`config.mk`:
```
export PLATFORM = sky130hd
export DESIGN_NAME = bcd_ascii_sender
export DESIGN_NICKNAME = d
export VERILOG_FILES = /design/src/rtl/bcd_ascii_sender.sv
export SDC_FILE = /design/constraint.sdc
export NUM_CORES = 1
export LEC_CHECK = 0
export BUFFER_PORTS_ARGS = -buffer_cell sky130_fd_sc_hd__buf_4
export CAP_MARGIN = 0
export CORE_ASPECT_RATIO = 0.5
export CORE_MARGIN = 2
export CORE_UTILIZATION = 35
export DETAILED_ROUTE_END_ITERATION = 6
export GPL_TIMING_DRIVEN = 0
export PLACE_DENSITY = 0.55
export SYNTH_ARGS = -nofsm -noshare
export SYNTH_HDL_FRONTEND = slang
export SYNTH_SLANG_ARGS = --single-unit
```
`constraint.sdc`:
```
create_clock -name clk -period 2.7 [get_ports clk]
set_input_delay 0.27 -clock clk [delete_from_list [all_inputs] [get_ports clk]]
set_output_delay 0.27 -clock clk [all_outputs]
set_load 0.05 [all_outputs]
```
`src/rtl/bcd_ascii_sender.sv`:
```
// ---------------------------------------------------------------------------
// bcd_ascii_sender
//
// Purpose:
//   Streams a packed BCD value to a UART transmitter as an ASCII text line.
//   Each frame is: the digits (most significant first), an optional decimal
//   point, then CR and LF. Uses a valid/ready handshake toward the
//   transmitter.
//
// Optional feature (compile-time macro):
//   LEADING_ZERO_BLANK_EN - when defined, leading '0' digits are skipped
//   up to the first nonzero digit or the integer-units digit, whichever
//   comes first. Skipped digits take no cycle and emit no byte. When
//   undefined, all NDIG digits are always sent.
//
// Parameters:
//   NDIG      number of BCD digits per frame (2..8)
//
// Ports:
//   clk       in   1        sole clock, rising edge
//   rst       in   1        synchronous active-high reset
//   start     in   1        frame request, only looked at while idle
//   bcd       in   4*NDIG   packed BCD value, MS digit in the top nibble
//   dp_pos    in   4        number of fractional digits (0 or >=NDIG: none)
//   tx_data   out  8        ASCII byte for the transmitter
//   tx_valid  out  1        tx_data is valid
//   tx_ready  in   1        transmitter accepts the byte this edge
//   busy      out  1        high from frame acceptance to frame end
//   done      out  1        one-cycle pulse after the LF byte is taken
// ---------------------------------------------------------------------------
module bcd_ascii_sender #(
  parameter int NDIG = 6
) (
  input  logic              clk,
  input  logic              rst,
  input  logic              start,
  input  logic [4*NDIG-1:0] bcd,
  input  logic [3:0]        dp_pos,
  output logic [7:0]        tx_data,
  output logic              tx_valid,
  input  logic              tx_ready,
  output logic              busy,
  output logic              done
);

  // State names the byte currently being presented on tx_data.
  typedef enum logic [2:0] {
    IDLE,
    DIGIT,
    POINT,
    CR,
    LF
  } state_t;

  localparam logic [3:0] LAST_IDX    = 4'(NDIG - 1);
  localparam logic [3:0] NDIG_W      = 4'(NDIG);
  localparam logic [7:0] ASCII_ZERO  = 8'h30;
  localparam logic [7:0] ASCII_QUERY = 8'h3F;
  localparam logic [7:0] ASCII_POINT = 8'h2E;
  localparam logic [7:0] ASCII_CR    = 8'h0D;
  localparam logic [7:0] ASCII_LF    = 8'h0A;

  // Nibble to ASCII; anything that is not a decimal digit becomes '?'.
  function automatic logic [7:0] to_ascii(input logic [3:0] nib);
    logic [7:0] res;
    if (nib <= 4'd9) begin
      res = ASCII_ZERO | {4'h0, nib};
    end else begin
      res = ASCII_QUERY;
    end
    return res;
  endfunction

  // Digit at index idx, counted from the MS digit (idx 0). Out-of-range
  // indices return 0; callers only use them where the result is discarded.
  function automatic logic [3:0] digit_at(input logic [4*NDIG-1:0] vec,
                                          input logic [3:0]        idx);
    logic [3:0] nib;
    nib = 4'h0;
    for (int i = 0; i < NDIG; i++) begin
      if (idx == 4'(i)) begin
        nib = vec[4*(NDIG-1-i) +: 4];
      end
    end
    return nib;
  endfunction

  // A point is printed only when it actually splits the digit string.
  function automatic logic has_point(input logic [3:0] dp);
    return (dp != 4'd0) && (dp < NDIG_W);
  endfunction

  // Index of the integer-units digit: the last digit before the point, or
  // the final digit when there is no point.
  function automatic logic [3:0] units_of(input logic [3:0] dp);
    logic [3:0] res;
    if (has_point(dp)) begin
      res = LAST_IDX - dp;
    end else begin
      res = LAST_IDX;
    end
    return res;
  endfunction

  // -------------------------------------------------------------------------
  // Registers
  // -------------------------------------------------------------------------
  state_t            r_state;
  logic [4*NDIG-1:0] r_bcd;
  logic [3:0]        r_dp;
  logic [3:0]        r_idx;
  logic [7:0]        r_data;
  logic              r_valid;
  logic              r_busy;
  logic              r_done;

  // -------------------------------------------------------------------------
  // Combinational helpers
  // -------------------------------------------------------------------------
  logic       w_xfer;
  logic       w_at_units;
  logic       w_at_last;
  logic [3:0] w_next_idx;
  logic [7:0] w_next_ascii;
  logic [3:0] w_first_idx;
  logic [7:0] w_first_ascii;

  assign w_xfer       = r_valid & tx_ready;
  assign w_at_units   = has_point(r_dp) && (r_idx == units_of(r_dp));
  assign w_at_last    = (r_idx == LAST_IDX);
  assign w_next_idx   = r_idx + 4'd1;
  assign w_next_ascii = to_ascii(digit_at(r_bcd, w_next_idx));

  // The first byte is presented on the same edge that captures the inputs,
  // so it is derived from the live bcd/dp_pos rather than the registers.
  assign w_first_ascii = to_ascii(digit_at(bcd, w_first_idx));

`ifdef LEADING_ZERO_BLANK_EN
  logic [NDIG-1:0] w_in_nz;
  logic [3:0]      w_in_units;

  genvar gi;
  generate
    for (gi = 0; gi < NDIG; gi++) begin : g_in_nz
      // Bit gi flags a non-'0' nibble at digit index gi (MS digit = 0).
      assign w_in_nz[gi] = |bcd[4*(NDIG-1-gi) +: 4];
    end
  endgenerate

  assign w_in_units = units_of(dp_pos);

  // First digit to send: earliest non-'0' digit, but never later than the
  // units digit so that a value of zero still prints one '0'.
  always_comb begin : p_first_idx
    logic found;
    found       = 1'b0;
    w_first_idx = w_in_units;
    for (int i = 0; i < NDIG; i++) begin
      if (!found && (w_in_nz[i] || (4'(i) == w_in_units))) begin
        w_first_idx = 4'(i);
        found       = 1'b1;
      end
    end
  end
`else
  assign w_first_idx = 4'd0;
`endif

  // -------------------------------------------------------------------------
  // Frame FSM. All outputs are registered; r_data/r_valid only change on
  // acceptance or on a transfer, which gives the hold-while-stalled
  // behaviour for free.
  // -------------------------------------------------------------------------
  always_ff @(posedge clk) begin
    if (rst) begin
      r_state <= IDLE;
      r_bcd   <= '0;
      r_dp    <= 4'd0;
      r_idx   <= 4'd0;
      r_data  <= 8'h00;
      r_valid <= 1'b0;
      r_busy  <= 1'b0;
      r_done  <= 1'b0;
    end else begin
      r_done <= 1'b0;
      case (r_state)
        IDLE: begin
          if (start) begin
            r_bcd   <= bcd;
            r_dp    <= dp_pos;
            r_idx   <= w_first_idx;
            r_data  <= w_first_ascii;
            r_valid <= 1'b1;
            r_busy  <= 1'b1;
            r_state <= DIGIT;
          end
        end

        DIGIT: begin
          if (w_xfer) begin
            if (w_at_units) begin
              r_data  <= ASCII_POINT;
              r_state <= POINT;
            end else if (w_at_last) begin
              r_data  <= ASCII_CR;
              r_state <= CR;
            end else begin
              r_idx   <= w_next_idx;
              r_data  <= w_next_ascii;
            end
          end
        end

        // A point always has at least one fractional digit after it.
        POINT: begin
          if (w_xfer) begin
            r_idx   <= w_next_idx;
            r_data  <= w_next_ascii;
            r_state <= DIGIT;
          end
        end

        CR: begin
          if (w_xfer) begin
            r_data  <= ASCII_LF;
            r_state <= LF;
          end
        end

        LF: begin
          if (w_xfer) begin
            r_valid <= 1'b0;
            r_busy  <= 1'b0;
            r_done  <= 1'b1;
            r_idx   <= 4'd0;
            r_state <= IDLE;
          end
        end

        default: begin
          r_valid <= 1'b0;
          r_busy  <= 1'b0;
          r_state <= IDLE;
        end
      endcase
    end
  end

  assign tx_data  = r_data;
  assign tx_valid = r_valid;
  assign busy     = r_busy;
  assign done     = r_done;

endmodule

```
==> results.ini, run 1 <==
[run_status]
outcome = finished, final reports clean

[drt]
ant_nets = 0
met2_length_um = 2690
avgRoutedWirePerCell_um = 13.7
via_per_inst = 5.17
drc = 0
highest_layer = met4
wirelength_um = 6130
drt-met1-wl_um = 3020
drt_iter0_drc = 159
met3WireLength_um = 334
dr.pass1.iters = 5
dr_total_vias = 2315

[worst_setup_path]
crit_type = reg2reg
required_ps = 2880
rr_worst_depth = 9
reg2reg_to = tx_data[2]
cp_max_fo = 10
r2r_slack_ps = 290
crit_arrival_ps = 2590
cp-end-kind = flip-flop
r2r-start = r_idx[0]
start_kind = flip-flop

[cells_and_area]
fillerInstances = 680
syn_to_final_growth_pct = 25.9
instances_no_fill = 448
layout-drive-gt1-share = 0.216
antenna_cells = 0
fin_nets = 393

[timing]
rsz0062_at_grt = false
fin_crit_sh = 0.893
max_freq_ghz = 0.415
slew-limit-headroom = 0.604
final-hold-violation-count = 0
skew_ps = 2.84
final_max_slew_viol_count = 0
finalSetupViolations = 0
holdWs_ps = 224
min_period_ps = 2410
tightest_slew_ps = 594
setup-tns-final_ps = 0

[logic_synthesis]
yosysWarnings = 0
syn_area_per_cell_um2 = 7.66
ys.flop_type = dfxtp_1
synth_compound_area_frac = 0.282
synth_edf_count = 0
synthMuxAreaShare = 0.0138
syn_inst = 307
synth-async-reset-ratio = 0
synth_fa_ha_area_frac = 0.0319
synth_top_family_by_area = compound AO/OA/AOI/OAI gates
yosys.area_share.simple = 0.232
synth_xor_area_frac = 0.0149
ys_types = 54
ys_seq_elements = 43
synthesis.area_mm2 = 0.00235
ys_seq_area_frac = 0.366

[hold_path]
holdPathStages = 2
worst_hold_path_type = in2reg
min_from = rst
min_to = tx_data[2]

[pwr]
power_leakage_nw = 1.16
power_density_mw_per_mm2 = 607
ir_drop_mv = 0.268

[global_route]
grt_max_degree = 14
grt_pass1_vias = 2205
grt_pass1_wl_um = 10300
gr-total-overflow = 0
grtUsageTotal = 0.179
antenna_found_initial = 0

[floorplan]
io_pins = 43
rows = 21
core_mm2 = 0.00660
start_util = 0.356
die_w_um = 120
fp.dieH_um = 62.0
die_area_mm2 = 0.00743

[clock_tree]
cts.sinks = 43
clock-root-buffer = clkbuf_16
ctsHtreeMaxLevel = 2
cts_buffers = 5
insertion_delay_ps = 290
cts_hold_buf = 0
cts_resized = 0
cts_tree = yes
clkSlewWorstSetupHoldPaths_ps = 60
ctsLongestPathBuffers = 2
post_cts_buffers = 0

[placement]
dp.final_hpwl_um = 4700
port_buffers = 40
dp.cells = 440
gp_congestion = 0.881

[flow_run]
maxCapViolCount = 0

==> report_power, final <==
group / switching [W] / internal, W / leakage (nW) / total [W]
sequential: 0.0000273 / 0.000675 / 0.353 / 0.000702
combinational: 0.000189 / 0.000122 / 0.713 / 0.000311
clock: 0.000252 / 0.000531 / 0.0911 / 0.000782
total: 0.000468 / 0.00133 / 1.16 / 0.00180
==> layout by cell type, fill, tap and decap left out, types with 3 or more instances in the layout <==
cell | netlist | layout
nand2_1 | 74 | 74
a21oi_1 | 49 | 49
buf_4 | 4 | 44
dfxtp_1 | 43 | 43
nor2_1 | 17 | 17
clkbuf_1 | 15 | 16
o21ai_0 | 12 | 12
inv_1 | 7 | 7
ha_1 | 6 | 6
clkbuf_16 | 0 | 5
or2_2 | 4 | 4
nor4_1 | 4 | 4
a22oi_1 | 4 | 4
xnor2_1 | 3 | 3
nor2b_1 | 3 | 3
nor3_1 | 3 | 3
o21a_1 | 3 | 3
a211oi_1 | 3 | 3
nand3_1 | 3 | 3
o211ai_1 | 3 | 3
==> logic make-up (layout without fill, tap and decap cells) <==
group / after synthesis / count (layout)
AOI/OAI and AO/OA: 100 / 100
adders and majority gates: 6 / 6
muxes: 3 / 3
other: 1 / 2
buffers and inverters: 30 / 78
xor gates and xnor gates: 4 / 4
and+or+nand+nor: 120 / 120
DFF: 43 / 43
==> how the worst max path moves through the flow <==
stage / from / endpoint / slack [ps]
floorplan: r_idx[0] / tx_data[1] / 690
global placement: r_idx[0] / tx_data[2] / 390
detailed placement: r_idx[0] / tx_data[2] / 300
CTS: r_idx[0] / tx_data[2] / 270
global route: r_idx[1] / tx_data[2] / 50
finish: r_idx[0] / tx_data[2] / 290
==> Yosys cell counts, types with 2 or more instances <==
cell / instances / area (µm²)
o211ai_1: 3 / 22.5
xnor2_1: 3 / 26.3
o32ai_1: 2 / 17.5
mux2_2: 2 / 22.5
o22ai_1: 2 / 12.5
ha_1: 6 / 75.1
nor4_1: 4 / 25.0
o31ai_1: 2 / 15.0
nor2_2: 2 / 12.5
a21o_1: 2 / 15.0
buf_4: 4 / 30.0
o21ai_0: 12 / 60.1
nor3_1: 3 / 15.0
clkbuf_1: 15 / 56.3
nor2_1: 17 / 63.8
a22oi_1: 4 / 30.0
a2111oi_2: 2 / 30.0
dfxtp_1: 43 / 861
o21a_1: 3 / 22.5
o21a_2: 2 / 17.5
a21oi_1: 49 / 245
buf_2: 2 / 10.0
a211oi_1: 3 / 22.5
o22a_2: 2 / 20.0
or2_2: 4 / 25.0
nand3_1: 3 / 15.0
nor2b_1: 3 / 18.8
nand2b_1: 2 / 12.5
o22ai_2: 2 / 25.0
inv_1: 7 / 26.3
nand2_1: 74 / 278
==> metal layers <==
layer,up-vias,track usage
met2,55,0.288
met3,9,0.0447
met5,-,0
li1,1159,-
met4,0,0.0706
met1,1092,0.237
==> critical path, stage by stage (launching register included) <==
cell and delay, ps:
dfxtp_1 500, inv_1 140, ha_1 250, buf_2 200, o21ai_0 190, a22oi_1 110
o22ai_1 240, o21a_2 220, nand2_1 80, a2111oi_2 370
==> per-stage QoR <==
stage	util	instance area, µm²	power (W)	setup WS [ps]
5_1_grt	0.449	2960	0.00187	54.2
3_5_place_dp	0.420	2770	0.00103	301
2_1_floorplan	-	2350	0.000922	685
3_3_place_gp	0.420	2770	0.00102	391
6_report	0.449	2960	0.00180	289
4_1_cts	0.449	2960	0.00181	270
==> sequential cells by signal, summed over array words and instances, names as in the netlist <==
name,count
done,1
r_state,3
r_idx,4
r_bcd,24
r_dp,4
busy,1
tx_data,6
==> final cells by class <==
type / instances / area, µm² / area share
Clock buffer: 6 / 129 / 0.0436
Tap cell: 92 / 115 / 0.0389
Clock inverter: 2 / 60.1 / 0.0203
Timing Repair Buffer: 40 / 300 / 0.101
Buffer: 23 / 111 / 0.0376
Multi-Input combinational cell: 235 / 1360 / 0.458
Sequential cell: 43 / 861 / 0.291
Inverter: 7 / 26.3 / 0.00888
(Power assumes the default switching activity.)
==> inputs of run 2 (changes only) <==
--- a/config.mk
+++ b/config.mk
@@ -12,7 +12,7 @@
 export CORE_UTILIZATION = 35
 export DETAILED_ROUTE_END_ITERATION = 6
 export GPL_TIMING_DRIVEN = 0
-export PLACE_DENSITY = 0.55
+export PLACE_DENSITY = 0.57
 export SYNTH_ARGS = -nofsm -noshare
 export SYNTH_HDL_FRONTEND = slang
 export SYNTH_SLANG_ARGS = --single-unit
==> constraint.sdc (replaced) <==
create_clock -name clk -period 2 [get_ports clk]
set_input_delay 0.2 -clock clk [delete_from_list [all_inputs] [get_ports clk]]
set_output_delay 0.2 -clock clk [all_outputs]
set_load 0.05 [all_outputs]
==> run 2 against run 1 <==
The flow now finishes with violations (negative setup slack). Die area unchanged. Sequential power grew 35%. Clock power increased by 9.1%. Sequential cell count stayed put. Global-route usage is essentially flat. Utilization increased by 4.7 points. Combinational power is 50% higher. Sequential share of layout area fell by 2.5 points. Wire length rose by 9.1%. Cell area increased by 10%. Cell count up 2.0%. Register-to-register slack worse by 340 ps.
==> results.ini, run 2 (same netlist as run 1, synthesis figures left out) <==
[drt]
ant_nets = 0  ; unchanged
dr.pass1.iters = 4  ; was 5
wirelength_um = 6690  ; was 6130 µm
dr_total_vias = 2349  ; was 2315
via_per_inst = 5.14  ; was 5.17
drc = 0  ; unchanged
drt_iter0_drc = 151  ; was 159
avgRoutedWirePerCell_um = 14.6  ; was 13.7 µm

[worst_setup_path]
required_ps = 2140  ; was 2880 ps
crit_type = reg2reg  ; unchanged
start_kind = flip-flop  ; unchanged
crit_arrival_ps = 2190  ; was 2590 ps
reg2reg_to = tx_data[1]  ; was tx_data[2]
rr_worst_depth = 8  ; was 9
r2r_slack_ps = -50  ; was 290 ps
cp-end-kind = flip-flop  ; unchanged
cp_max_fo = 6  ; was 10
r2r-start = r_idx[1]  ; was r_idx[0]

[cells_and_area]
final_cell_mix = 73 x nand2_1, 53 x buf_4, 43 x a21oi_1  ; was 74 x nand2_1, 49 x a21oi_1, 44 x buf_4
fin_nets = 402  ; was 393
top_register = r_bcd  ; unchanged
finalInstanceArea_mm2 = 0.00327  ; was 0.00296 mm²
instances_no_fill = 457  ; was 448
syn_to_final_growth_pct = 39.0  ; was 25.9%
final_common_cell = nand2_1  ; unchanged
layout-drive-gt1-share = 0.348  ; was 0.216
largest_register_ffs = 24  ; unchanged
antenna_cells = 0  ; unchanged
fin_util = 0.496  ; was 0.449

[hold_path]
worst_hold_path_type = in2reg  ; unchanged
min_from = dp_pos[2]  ; was rst
holdPathStages = 3  ; was 2
min_to = r_dp[2]  ; was tx_data[2]

[timing]
rsz0062_at_grt = true  ; was false
holdWs_ps = 154  ; was 224 ps
slew-limit-headroom = 0.607  ; was 0.604
setup_ws_ps = -50.0  ; was 289 ps
min_period_ps = 2050  ; was 2410 ps
final-hold-violation-count = 0  ; unchanged
skew_ps = 5.48  ; was 2.84 ps
fin_crit_sh = 1.02  ; was 0.893
final_max_slew_viol_count = 0  ; unchanged
max_freq_ghz = 0.488  ; was 0.415 GHz
tightest_slew_ps = 589  ; was 594 ps
finalSetupViolations = 3  ; was 0

[run_status]
violations = negative setup slack
outcome = complete, but fails checks  ; was finished, final reports clean

[global_route]
grt_pass1_vias = 2120  ; was 2205
grt_pass1_wl_um = 10300  ; about the same
grt_max_degree = 15  ; was 14
grtUsageTotal = 0.179  ; about the same
antenna_found_initial = 0  ; unchanged
gr-total-overflow = 0  ; unchanged

[floorplan]
die_w_um = 120  ; unchanged
core_mm2 = 0.00660  ; unchanged
io_pins = 43  ; unchanged
start_util = 0.356  ; unchanged
fp.dieH_um = 62.0  ; unchanged
die_area_mm2 = 0.00743  ; unchanged
rows = 21  ; unchanged

[clock_tree]
clkSlewWorstSetupHoldPaths_ps = 60  ; about the same
clock-root-buffer = clkbuf_16  ; unchanged
cts_hold_buf = 0  ; unchanged
ctsHtreeMaxLevel = 2  ; unchanged
ctsLongestPathBuffers = 2  ; unchanged
insertion_delay_ps = 290  ; about the same
cts_tree = yes  ; unchanged
cts_buffers = 5  ; unchanged
cts.sinks = 43  ; unchanged

[pwr]
power_leakage_nw = 1.26  ; was 1.16 nW
power_density_mw_per_mm2 = 695  ; was 607 mW/mm²
ir_drop_mv = 0.350  ; was 0.268 mV

[placement]
dp.final_hpwl_um = 4650  ; was 4700 µm
place_area_mm2 = 0.00277  ; about the same
dp.cells = 440  ; unchanged
gp_congestion = 0.874  ; was 0.881
port_buffers = 40  ; unchanged

[flow_run]
maxCapViolCount = 0  ; unchanged

==> run 2: cell types whose count changed in the layout (fill, tap and decap cells not counted), sizes merged <==
cell,delta
clkinvlp,+1
bufinv,-2
buf,+11
clkbuf,-2
clkinv,+1
==> run 2: critical path: stages, from the launching register on <==
cell       delay [ps]
dfxtp_4           400
buf_6             120
and3_4            200
nand2_4            60
o22a_4            290
nand2b_4          180
o21a_1            220
a2111oi_2         280
a221oi_1          140
==> run 2: report_power, final <==
group | internal (W) | switching (W)
Sequential | 0.000909 | 0.0000419
Clock | 0.000499 | 0.000354
Combinational | 0.000193 | 0.000274
Total | 0.00160 | 0.000670
==> run 2: cell type report <==
type                    instances  area (µm²)
repair buffers                 54         418
clock buffers                   6         139
flip-flops and latches         43         870
inverters                       7        28.8
plain buffers                  18         106
fillers                       622        3330
multi-input cells             235        1580
well taps                      92         115
clock inverters                 2        16.3
==> run 2: metal layers <==
layer | GRT usage | vias to the layer above | share of wire | routed length [µm]
li1 | - | 1184 | - | -
met1 | 0.253 | 1092 | 0.49 | 3250
met2 | 0.273 | 64 | 0.45 | 2990
met3 | 0.0374 | 9 | 0.053 | 352
met4 | 0.0672 | 0 | 0.014 | 91
met5 | 0 | - | 0 | 0
==> run 2: worst max path at each step <==
| stage | startpoint | end | slack [ps] |
|---|---|---|---|
| floorplan | r_idx[0] | tx_data[1] | 2 |
| global placement | r_idx[0] | tx_data[2] | -340 |
| detailed placement | r_idx[0] | tx_data[2] | -370 |
| CTS | r_idx[1] | tx_data[2] | -40 |
| global route | r_idx[0] | tx_data[2] | -140 |
| finish | r_idx[1] | tx_data[1] | -50 |
==> run 2: through the flow <==
| stage | total power (W) | TNS (ps) | setup slack (ps) |
|---|---|---|---|
| 6_report | 0.00227 | -98.5 | -50.0 |
| 2_1_floorplan | 0.00124 | 0 | 1.86 |
| 3_3_place_gp | 0.00138 | -2120 | -337 |
| 3_5_place_dp | 0.00139 | -2680 | -370 |
| 4_1_cts | 0.00225 | -44.6 | -44.6 |
| 5_1_grt | 0.00238 | -544 | -142 |
==> run 2: timing repair <==
item / CTS / global route
resized for setup: 21 / 48
pin swaps: 6 / 17
cloned: 0 / 0
setup endpoints to repair: 27 / 28
buffers inserted: 6 / 8
endpoints found under the hold margin: 0 / 0
==> inputs of run 3 (changes only) <==
==> constraint.sdc (replaced) <==
create_clock -name clk -period 2 [get_ports clk]
set_input_delay 0 -clock clk [delete_from_list [all_inputs] [get_ports clk]]
set_output_delay 0 -clock clk [all_outputs]
set_load 0.05 [all_outputs]
==> run 3 against run 2 <==
First-iteration DRC count up 11%. Utilization up 4.2 points. Clock skew up 0.96 ps. Global-route usage up 0.45 points. Die area unchanged. Critical path depth unchanged. Combinational power up 9.2%. Fmax about the same. Wire length up 2.6%. Highest routed layer unchanged. The run still ends with negative setup slack left. Sequential power about the same.
==> results.ini, run 3 (same netlist as run 1, synthesis figures left out) <==
[pwr]
power_leakage_nw = 1.38  ; was 1.26 nW
power.internal_w = 0.00164  ; was 0.00160 W
power_density_mw_per_mm2 = 652  ; was 695 mW/mm²
combPwrFrac = 0.221  ; was 0.206
p_switching_w = 0.000677  ; was 0.000670 W
power_frac_seq = 0.411  ; was 0.419
ir_drop_mv = 0.350  ; about the same
switching_share = 0.293  ; was 0.295
clockPowerShare = 0.369  ; was 0.376
fin_total_pwr_w = 0.00231  ; was 0.00227 W

[timing]
slew-limit-headroom = 0.609  ; was 0.607
tightest_slew_ps = 586  ; was 589 ps
final_max_slew_viol_count = 0  ; unchanged
finalSetupViolations = 3  ; unchanged
setup_ws_ps = -48.5  ; was -50.0 ps
max_freq_ghz = 0.488  ; about the same
rsz0062_at_grt = true  ; unchanged
skew_ps = 6.44  ; was 5.48 ps
fin_crit_sh = 1.02  ; about the same
min_period_ps = 2050  ; about the same
final-hold-violation-count = 0  ; unchanged

[global_route]
use_met1 = 0.256  ; was 0.253
grt_pass1_wl_um = 10600  ; was 10300 µm
gr-total-overflow = 0  ; unchanged
grt_max_degree = 15  ; unchanged
antenna_found_initial = 0  ; unchanged
grtUsageTotal = 0.183  ; was 0.179
grtUsageMet2 = 0.281  ; was 0.273
grt_pass1_vias = 2211  ; was 2120
grtUsageMet3 = 0.0383  ; was 0.0374
busiest_layer = met2  ; unchanged

[clock_tree]
clock-root-buffer = clkbuf_16  ; unchanged
cts.sinks = 43  ; unchanged
cts_buffers = 5  ; unchanged
clkSlewWorstSetupHoldPaths_ps = 60  ; about the same
cts_tree = yes  ; unchanged
ctsHtreeMaxLevel = 2  ; unchanged
ctsLongestPathBuffers = 2  ; unchanged
insertion_delay_ps = 290  ; about the same

[floorplan]
fp.dieH_um = 62.0  ; unchanged
start_util = 0.356  ; unchanged
core_mm2 = 0.00660  ; unchanged
die_w_um = 120  ; unchanged
io_pins = 43  ; unchanged
rows = 21  ; unchanged
die_area_mm2 = 0.00743  ; unchanged

[placement]
dp.final_hpwl_um = 4650  ; unchanged
pre_cts_ws_ps = -370  ; unchanged
place_area_mm2 = 0.00277  ; unchanged
port_buffers = 40  ; unchanged
dp.cells = 440  ; unchanged
gp_congestion = 0.874  ; unchanged

[worst_setup_path]
rr_worst_depth = 8  ; unchanged
cp_max_fo = 6  ; unchanged
cp-end-kind = flip-flop  ; unchanged
crit_type = reg2reg  ; unchanged
start_kind = flip-flop  ; unchanged
crit_arrival_ps = 2190  ; about the same
required_ps = 2140  ; about the same

[cells_and_area]
instances_no_fill = 485  ; was 457
final_common_cell = nand2_1  ; unchanged
layout-drive-gt1-share = 0.323  ; was 0.348
largest_register_ffs = 24  ; unchanged
finalInstanceArea_mm2 = 0.00355  ; was 0.00327 mm²
antenna_cells = 0  ; unchanged
syn_to_final_growth_pct = 50.9  ; was 39.0%
final_cell_mix = 73 x nand2_1, 53 x buf_4, 43 x a21oi_1  ; unchanged
fin_nets = 430  ; was 402
top_register = r_bcd  ; unchanged

[drt]
ant_nets = 0  ; unchanged
wirelength_um = 6860  ; was 6690 µm
dr_total_vias = 2458  ; was 2349
dr.pass1.iters = 4  ; unchanged
drc = 0  ; unchanged
avgRoutedWirePerCell_um = 14.1  ; was 14.6 µm
drt_iter0_drc = 167  ; was 151
via_per_inst = 5.07  ; was 5.14

[hold_path]
worst_hold_path_type = in2reg  ; unchanged
holdPathStages = 4  ; was 3

[run_status]
violations = negative setup slack  ; unchanged
outcome = complete, but fails checks  ; unchanged

[flow_run]
maxCapViolCount = 0  ; unchanged

run 3: power groups by stage:
stage	Sequential, W	Combinational, W	Clock [W]
after floorplan	0.00101	0.000238	0
after global placement	0.000965	0.000415	0
after detailed placement	0.000968	0.000419	0
after CTS	0.000947	0.000477	0.000870
after global routing	0.000957	0.000555	0.000911
final	0.000951	0.000510	0.000853
run 3: per-layer routing:
layer / share of wire / vias to the layer above
met2: 0.45 / 70
met5: 0 / -
met4: 0.014 / 0
li1: - / 1236
met3: 0.054 / 11
met1: 0.49 / 1141
run 3: cell type report:
| cell class | instances | area [µm²] |
|---|---|---|
| sequential | 43 | 870 |
| clock inverter | 2 | 16.3 |
| multi-input combinational | 235 | 1580 |
| clock buffer | 6 | 139 |
| tap | 92 | 115 |
| fill | 605 | 3050 |
| buffer | 18 | 106 |
| inverter | 7 | 28.8 |
| timing repair buffer | 82 | 698 |
run 3: metrics by stage:
| stage | setup TNS (ps) | utilization | hold WS (ps) |
|---|---|---|---|
| 6_report | -92.5 | 0.538 | 24.0 |
| 5_1_grt | -506 | 0.538 | 38.2 |
| 2_1_floorplan | 0 | - | 79.8 |
| 3_3_place_gp | -2120 | 0.421 | 249 |
| 3_5_place_dp | -2680 | 0.421 | 250 |
| 4_1_cts | -44.6 | 0.503 | 21.6 |
run 3: timing repair:
item	4_1_cts	5_1_grt
hold endpoints to repair	29	0
pin swaps	6	17
endpoints found under the setup margin	27	28
gates cloned	0	0
hold buffers	28	0
buffers inserted	6	8
gates resized for setup	21	48
run 3: final timing paths:
path	startpoint	to	slack (ps)
setup reg to reg	r_idx[1]	tx_data[1]	-50
hold reg to reg	r_bcd[15]	r_bcd[15]	460
setup / recovery	r_idx[1]	tx_data[1]	-50
hold / removal	tx_ready	busy	20
run 3: critical path, stage by stage, from the launching register on:
cell and delay [ps]:
dfxtp_4 400, buf_6 130, and3_4 200, nand2_4 60
o22a_4 290, nand2b_4 180, o21a_1 220, a2111oi_2 280
a221oi_1 140
